**config.mk**
```make
export PLATFORM = sky130hd
export DESIGN_NAME = hour_counter
export DESIGN_NICKNAME = d
export VERILOG_FILES = /design/src/rtl/hour_counter.sv
export SDC_FILE = /design/constraint.sdc
export NUM_CORES = 1
export LEC_CHECK = 0
export ABC_AREA = 0
export BUFFER_PORTS_ARGS = -buffer_cell sky130_fd_sc_hd__clkbuf_2
export CAP_MARGIN = 20
export CORE_MARGIN = 2
export CORE_UTILIZATION = 60
export DETAILED_ROUTE_END_ITERATION = 6
export PLACE_DENSITY = 0.82
export RECOVER_POWER = 50
export SYNTH_ARGS = -nofsm -noshare
export SYNTH_HDL_FRONTEND = slang
export SYNTH_SLANG_ARGS = --single-unit
```
**constraint.sdc**
```tcl
create_clock -name clk -period 4.75 [get_ports clk]
set_input_delay 0.2375 -clock clk [delete_from_list [all_inputs] [get_ports clk]]
set_output_delay 0.2375 -clock clk [all_outputs]
set_load 0.02 [all_outputs]
```
**src/rtl/hour_counter.sv**
```systemverilog
// rtl/hour_counter.sv - hour register with load, minute advance, button set FSM and 12/24h BCD decode
//
// Ports:
//   clk           system clock, all state on rising edge
//   reset         asynchronous active-low reset
//   minute_enable one-cycle advance pulse, honoured only when set_mode is low
//   load1         one-cycle load strobe, highest priority
//   load_value    hour to load; values above 23 are ignored
//   set_mode      manual set mode; enables btn_up/btn_down, drops minute_enable
//   btn_up        debounced increment level
//   btn_down      debounced decrement level
//   mode_12h      display format: 1 = 12-hour, 0 = 24-hour
//   hour          registered binary hour 0-23
//   disp_tens     BCD tens digit of displayed hour
//   disp_ones     BCD ones digit of displayed hour
//   pm            hour >= 12
//   thresh        hour == 23
//   day_tick      registered pulse after a minute-driven 23->0 wrap
module hour_counter #(
  parameter int REPEAT_DIV = 50000000
) (
  input  logic       clk,
  input  logic       reset,
  input  logic       minute_enable,
  input  logic       load1,
  input  logic [4:0] load_value,
  input  logic       set_mode,
  input  logic       btn_up,
  input  logic       btn_down,
  input  logic       mode_12h,
  output logic [4:0] hour,
  output logic [3:0] disp_tens,
  output logic [3:0] disp_ones,
  output logic       pm,
  output logic       thresh,
  output logic       day_tick
);

  localparam int CW = (REPEAT_DIV > 1) ? $clog2(REPEAT_DIV) : 1;
  localparam logic [CW-1:0] RPT_LAST = CW'(REPEAT_DIV - 1);

  typedef enum logic [1:0] {
    IDLE,
    HELD_UP,
    HELD_DOWN
  } btn_state_e;

  btn_state_e    state_q, state_d;
  logic [4:0]    hour_q, hour_d;
  logic          day_tick_q, day_tick_d;
  logic [CW-1:0] rpt_cnt_q, rpt_cnt_d;
  // Set while a button that was held through a load or reset is still down;
  // the FSM ignores presses until both buttons have been released once.
  logic          blocked_q, blocked_d;

  function automatic logic [4:0] hour_inc(input logic [4:0] h);
    return (h == 5'd23) ? 5'd0 : h + 5'd1;
  endfunction

  function automatic logic [4:0] hour_dec(input logic [4:0] h);
    return (h == 5'd0) ? 5'd23 : h - 5'd1;
  endfunction

  always_comb begin
    state_d    = state_q;
    hour_d     = hour_q;
    day_tick_d = 1'b0;
    rpt_cnt_d  = rpt_cnt_q;
    blocked_d  = blocked_q;

    if (!btn_up && !btn_down) begin
      blocked_d = 1'b0;
    end

    if (load1) begin
      if (load_value <= 5'd23) begin
        hour_d = load_value;
      end
      state_d   = IDLE;
      rpt_cnt_d = '0;
      if (btn_up || btn_down) begin
        blocked_d = 1'b1;
      end
    end else if (set_mode) begin
      case (state_q)
        IDLE: begin
          rpt_cnt_d = '0;
          if (!blocked_q) begin
            if (btn_up && !btn_down) begin
              state_d = HELD_UP;
              hour_d  = hour_inc(hour_q);
            end else if (btn_down && !btn_up) begin
              state_d = HELD_DOWN;
              hour_d  = hour_dec(hour_q);
            end
          end
        end
        HELD_UP: begin
          if (!btn_up || btn_down) begin
            state_d   = IDLE;
            rpt_cnt_d = '0;
          end else if (rpt_cnt_q == RPT_LAST) begin
            hour_d    = hour_inc(hour_q);
            rpt_cnt_d = '0;
          end else begin
            rpt_cnt_d = rpt_cnt_q + 1'b1;
          end
        end
        HELD_DOWN: begin
          if (!btn_down || btn_up) begin
            state_d   = IDLE;
            rpt_cnt_d = '0;
          end else if (rpt_cnt_q == RPT_LAST) begin
            hour_d    = hour_dec(hour_q);
            rpt_cnt_d = '0;
          end else begin
            rpt_cnt_d = rpt_cnt_q + 1'b1;
          end
        end
        default: begin
          state_d   = IDLE;
          rpt_cnt_d = '0;
        end
      endcase
    end else begin
      // Leaving set mode aborts any hold; minute advance only applies here.
      state_d   = IDLE;
      rpt_cnt_d = '0;
      if (minute_enable) begin
        hour_d     = hour_inc(hour_q);
        day_tick_d = (hour_q == 5'd23);
      end
    end
  end

  always_ff @(posedge clk or negedge reset) begin
    if (!reset) begin
      state_q    <= IDLE;
      hour_q     <= 5'd0;
      day_tick_q <= 1'b0;
      rpt_cnt_q  <= '0;
      blocked_q  <= 1'b1;
    end else begin
      state_q    <= state_d;
      hour_q     <= hour_d;
      day_tick_q <= day_tick_d;
      rpt_cnt_q  <= rpt_cnt_d;
      blocked_q  <= blocked_d;
    end
  end

  // Display decode straight from the hour register, no added latency.
  logic [4:0] disp_val;
  logic [4:0] ones_wide;

  always_comb begin
    disp_val = hour_q;
    if (mode_12h) begin
      if (hour_q == 5'd0) begin
        disp_val = 5'd12;
      end else if (hour_q > 5'd12) begin
        disp_val = hour_q - 5'd12;
      end
    end

    if (disp_val >= 5'd20) begin
      disp_tens = 4'd2;
      ones_wide = disp_val - 5'd20;
    end else if (disp_val >= 5'd10) begin
      disp_tens = 4'd1;
      ones_wide = disp_val - 5'd10;
    end else begin
      disp_tens = 4'd0;
      ones_wide = disp_val;
    end
    disp_ones = ones_wide[3:0];
  end

  assign hour     = hour_q;
  assign day_tick = day_tick_q;
  assign pm       = (hour_q >= 5'd12);
  assign thresh   = (hour_q == 5'd23);

endmodule

```
==> impl_results.md <==
* Setup WS post-layout at between 1 and 1.5 ns
* Yosys warning count at 0
* # resized after CTS at 0
* Crit. End Element: primary output
* DR WL/cell at roughly 14 microns
* RSZ-0062 raised after global routing: false
* Port bufs at 26
* HP Class: in2reg
* Final net count at ~330
* Core Box Area at 4000 sq um
* Layout area overhead at 10.1%
* CTS sink cnt at 35
* Die Y at 68.3 microns
* Via Count at around 2200
* DR pass1 iterations at 4
* # DRC at 0
* Met3 Track Usage GR at 0.0461
* Clk_lat worst skew at 0.30 ns
* Post-route cell area at 2730 sq um
* Met2 Track Usage GR at 0.377
* Met1 Use GR at 0.319
* Crit Path Class: reg2out
* Crit start category: flip-flop
* Placer congestion estimate at 0.851
* Avg Vias per Cell at 6.05
* TritonCTS clock tree: yes
* Most area-consuming cells after synthesis: dfrtp_1, ha_1, xor2_1
* Fillers at 327
* Vias in the first global route at 1900
* Initial Util at 0.621
* Mapped cell area at between 2000 and 2500 sq um
* Row count at 23
* Mapped Cells at between 200 and 300
* Final Cycle Share at 0.730
* Slew Limit Headroom at -0.214
* Top_reg_cell synth: dfrtp_1
* Failing checks: max-capacitance violations, max-slew violations
* Status: complete, but fails checks
* Die area at about 4700 sq um
* Initial antenna violation count at 0
* Routed Antenna Nets at 0
* Post-synth EDFFs at 0
* Pins Over Slew Limit at 36
* Worst vdd ir at 0.251 mV
* Largest net degree at the start of global routing at 36
* Synth cell types at 57
* Clk root buf: clkbuf_8
* Total gr overflow at 0
* GR Util All Layers at 0.238
* Worst EP arrival at 3.23 ns
* Num ports at 29
* Final setup fails at 0
* Leading area contributor after synthesis: dfrtp_1
* Worst Path Max Fanout at 12
* Endpoints failing hold at 0
* Sum Neg Setup Slack at 0 ns
* Mean Syn Cell Area at slightly below 9 sq um
* Post-CTS setup-driven buffer insertion count at 0
* Post-synth ARST share at 1.00
* Sequential area share after synthesis at 0.353
* Clk slew on worst S/H paths at 0.08 ns
* Fraction of layout cells with a size suffix above 1 at 0.134
* Synth top area share at 0.343
* Max Clk Rate at between 200 and 300 MHz
* First DRT Iteration DRCs at around 130
* Clk buf depth at 2
* LEAKAGE at 1.19 nW
* Final min period at 3.47 ns
* Slew @ Worst Pin at 1.82 ns
* Hpwl dp at 3610 microns
* Total power per unit cell area at 380 nW/um^2
* Clk_skew at between 0.01 and 0.015 ns
* Post-CTS Hold Buffers at 0
* Max-cap violations at 1
* Worst hold slack at 0.283 ns
* Drt total wl at 5120 microns
* Die width at 68.3 microns
* First-pass GRT wire length at 8340 microns
* Pre-CTS worst setup slack at 1.63 ns
* Post-placement cell area at 2630 sq um
* Synth Register Bits at 35
* GRT Max-Usage Layer: met2
* Cts bufs inserted at 5
* CTS H-tree lvls at 2
* Worst Path Required at 4.51 ns
* N_diodes at 0
## cell families (layout without fill, tap and decap cells)
family,after synthesis,in the layout,share of synthesized area
buffers and inverters,26,49,0.0438
DFF,35,35,0.353
and+or+nand+nor,126,126,0.267
other,1,2,0.00151
AOI/OAI and AO/OA,49,49,0.137
muxes,7,7,0.0383
xor gates and xnor gates,25,25,0.0882
adders and majority gates,14,14,0.0706
## metrics by stage
step                instances  power (mW)  utilization
floorplan                 284       0.660            -
global placement          349       0.759        0.657
detailed placement        349       0.766        0.657
CTS                       357        1.04        0.685
global route              357        1.11        0.683
finish                    357        1.04        0.683
## critical path, cell delays in order, from the launching register on
cell and delay, ns:
dfrtp_1 0.58, inv_1 0.19, ha_1 0.29, o21ai_0 0.19, a211oi_1 0.11, a211o_1 0.39
ha_1 0.23, nand2_1 0.08, o21ai_0 0.08, nor4_1 0.28, nand2_1 0.13, a32oi_1 0.19
clkbuf_2 0.19
## metal layers
| layer | part of all wire | wire length [microns] |
|---|---|---|
| met1 | 0.45 | 2320 |
| met2 | 0.48 | 2450 |
| met3 | 0.052 | 266 |
| met4 | 0.014 | 74 |
| met5 | 0 | 0 |
## final timing paths
check | startpoint | to | slack, ns | depth (start not counted)
setup / recovery | hour[2] | disp_ones[1] | 1.28 | 12
hold / removal | load_value[0] | hour[0] | 0.28 | 4
setup reg to reg | state_q[1] | hour[3] | 2.31 | 7
hold reg to reg | blocked_q | blocked_q | 0.49 | 2
max in group asynchronous | reset | rpt_cnt_q[6] | 3.27 | 1
min in group asynchronous | reset | rpt_cnt_q[11] | 0.42 | 1
## where the power goes
part	internal, mW	total [mW]	switching, mW	leakage [nW]
clock network	0.158	0.275	0.117	0.0548
registers	0.313	0.352	0.0396	0.475
logic	0.160	0.411	0.251	0.656
## flip-flops by register name, summed over array words and instances (netlist names)
name       cells
hour           5
rpt_cnt_q     26
day_tick       1
blocked_q      1
state_q        2
## cells in the mapped netlist (6+ instances only)
cell      count
xor2_1       18
nand4_1       6
a21oi_1       9
xnor2_1       7
nor3_1        7
o21ai_0      12
ha_1         14
nand3_1      19
dfrtp_1      34
inv_1        15
clkbuf_1      6
nor2_1       39
nand2b_1      6
nand2_1      19
## placed cells by master (no fill, tap or decap), types with 2 or more instances in the layout
master / synthesis / routed
nor2_1: 39 / 39
dfrtp_1: 34 / 34
clkbuf_2: 0 / 20
nand3_1: 19 / 19
nand2_1: 19 / 19
xor2_1: 18 / 18
inv_1: 15 / 15
ha_1: 14 / 14
o21ai_0: 12 / 12
a21oi_1: 9 / 9
nor3_1: 7 / 7
xnor2_1: 7 / 7
nand2b_1: 6 / 6
nand4_1: 6 / 6
clkbuf_1: 6 / 6
and4_1: 5 / 5
clkbuf_8: 0 / 5
and3_1: 4 / 4
and2_1: 4 / 4
nor2b_1: 3 / 3
a211oi_1: 3 / 3
nor4_2: 3 / 3
o32ai_1: 3 / 3
a22o_1: 3 / 3
a22oi_1: 2 / 2
nor4_1: 2 / 2
o211ai_1: 2 / 2
a32oi_1: 2 / 2
mux2i_1: 2 / 2
mux2_4: 2 / 2
conb_1: 1 / 2
## cell type report
cell class	count	area, sq um	area share
Timing Repair Buffer	26	123	0.0449
Tap cell	50	62.6	0.0229
Clock buffer	5	68.8	0.0252
Sequential cell	35	877	0.321
Multi-Input combinational cell	223	1500	0.549
Clock inverter	3	46.3	0.0169
Inverter	15	56.3	0.0206
(Power assumes the default switching activity.)
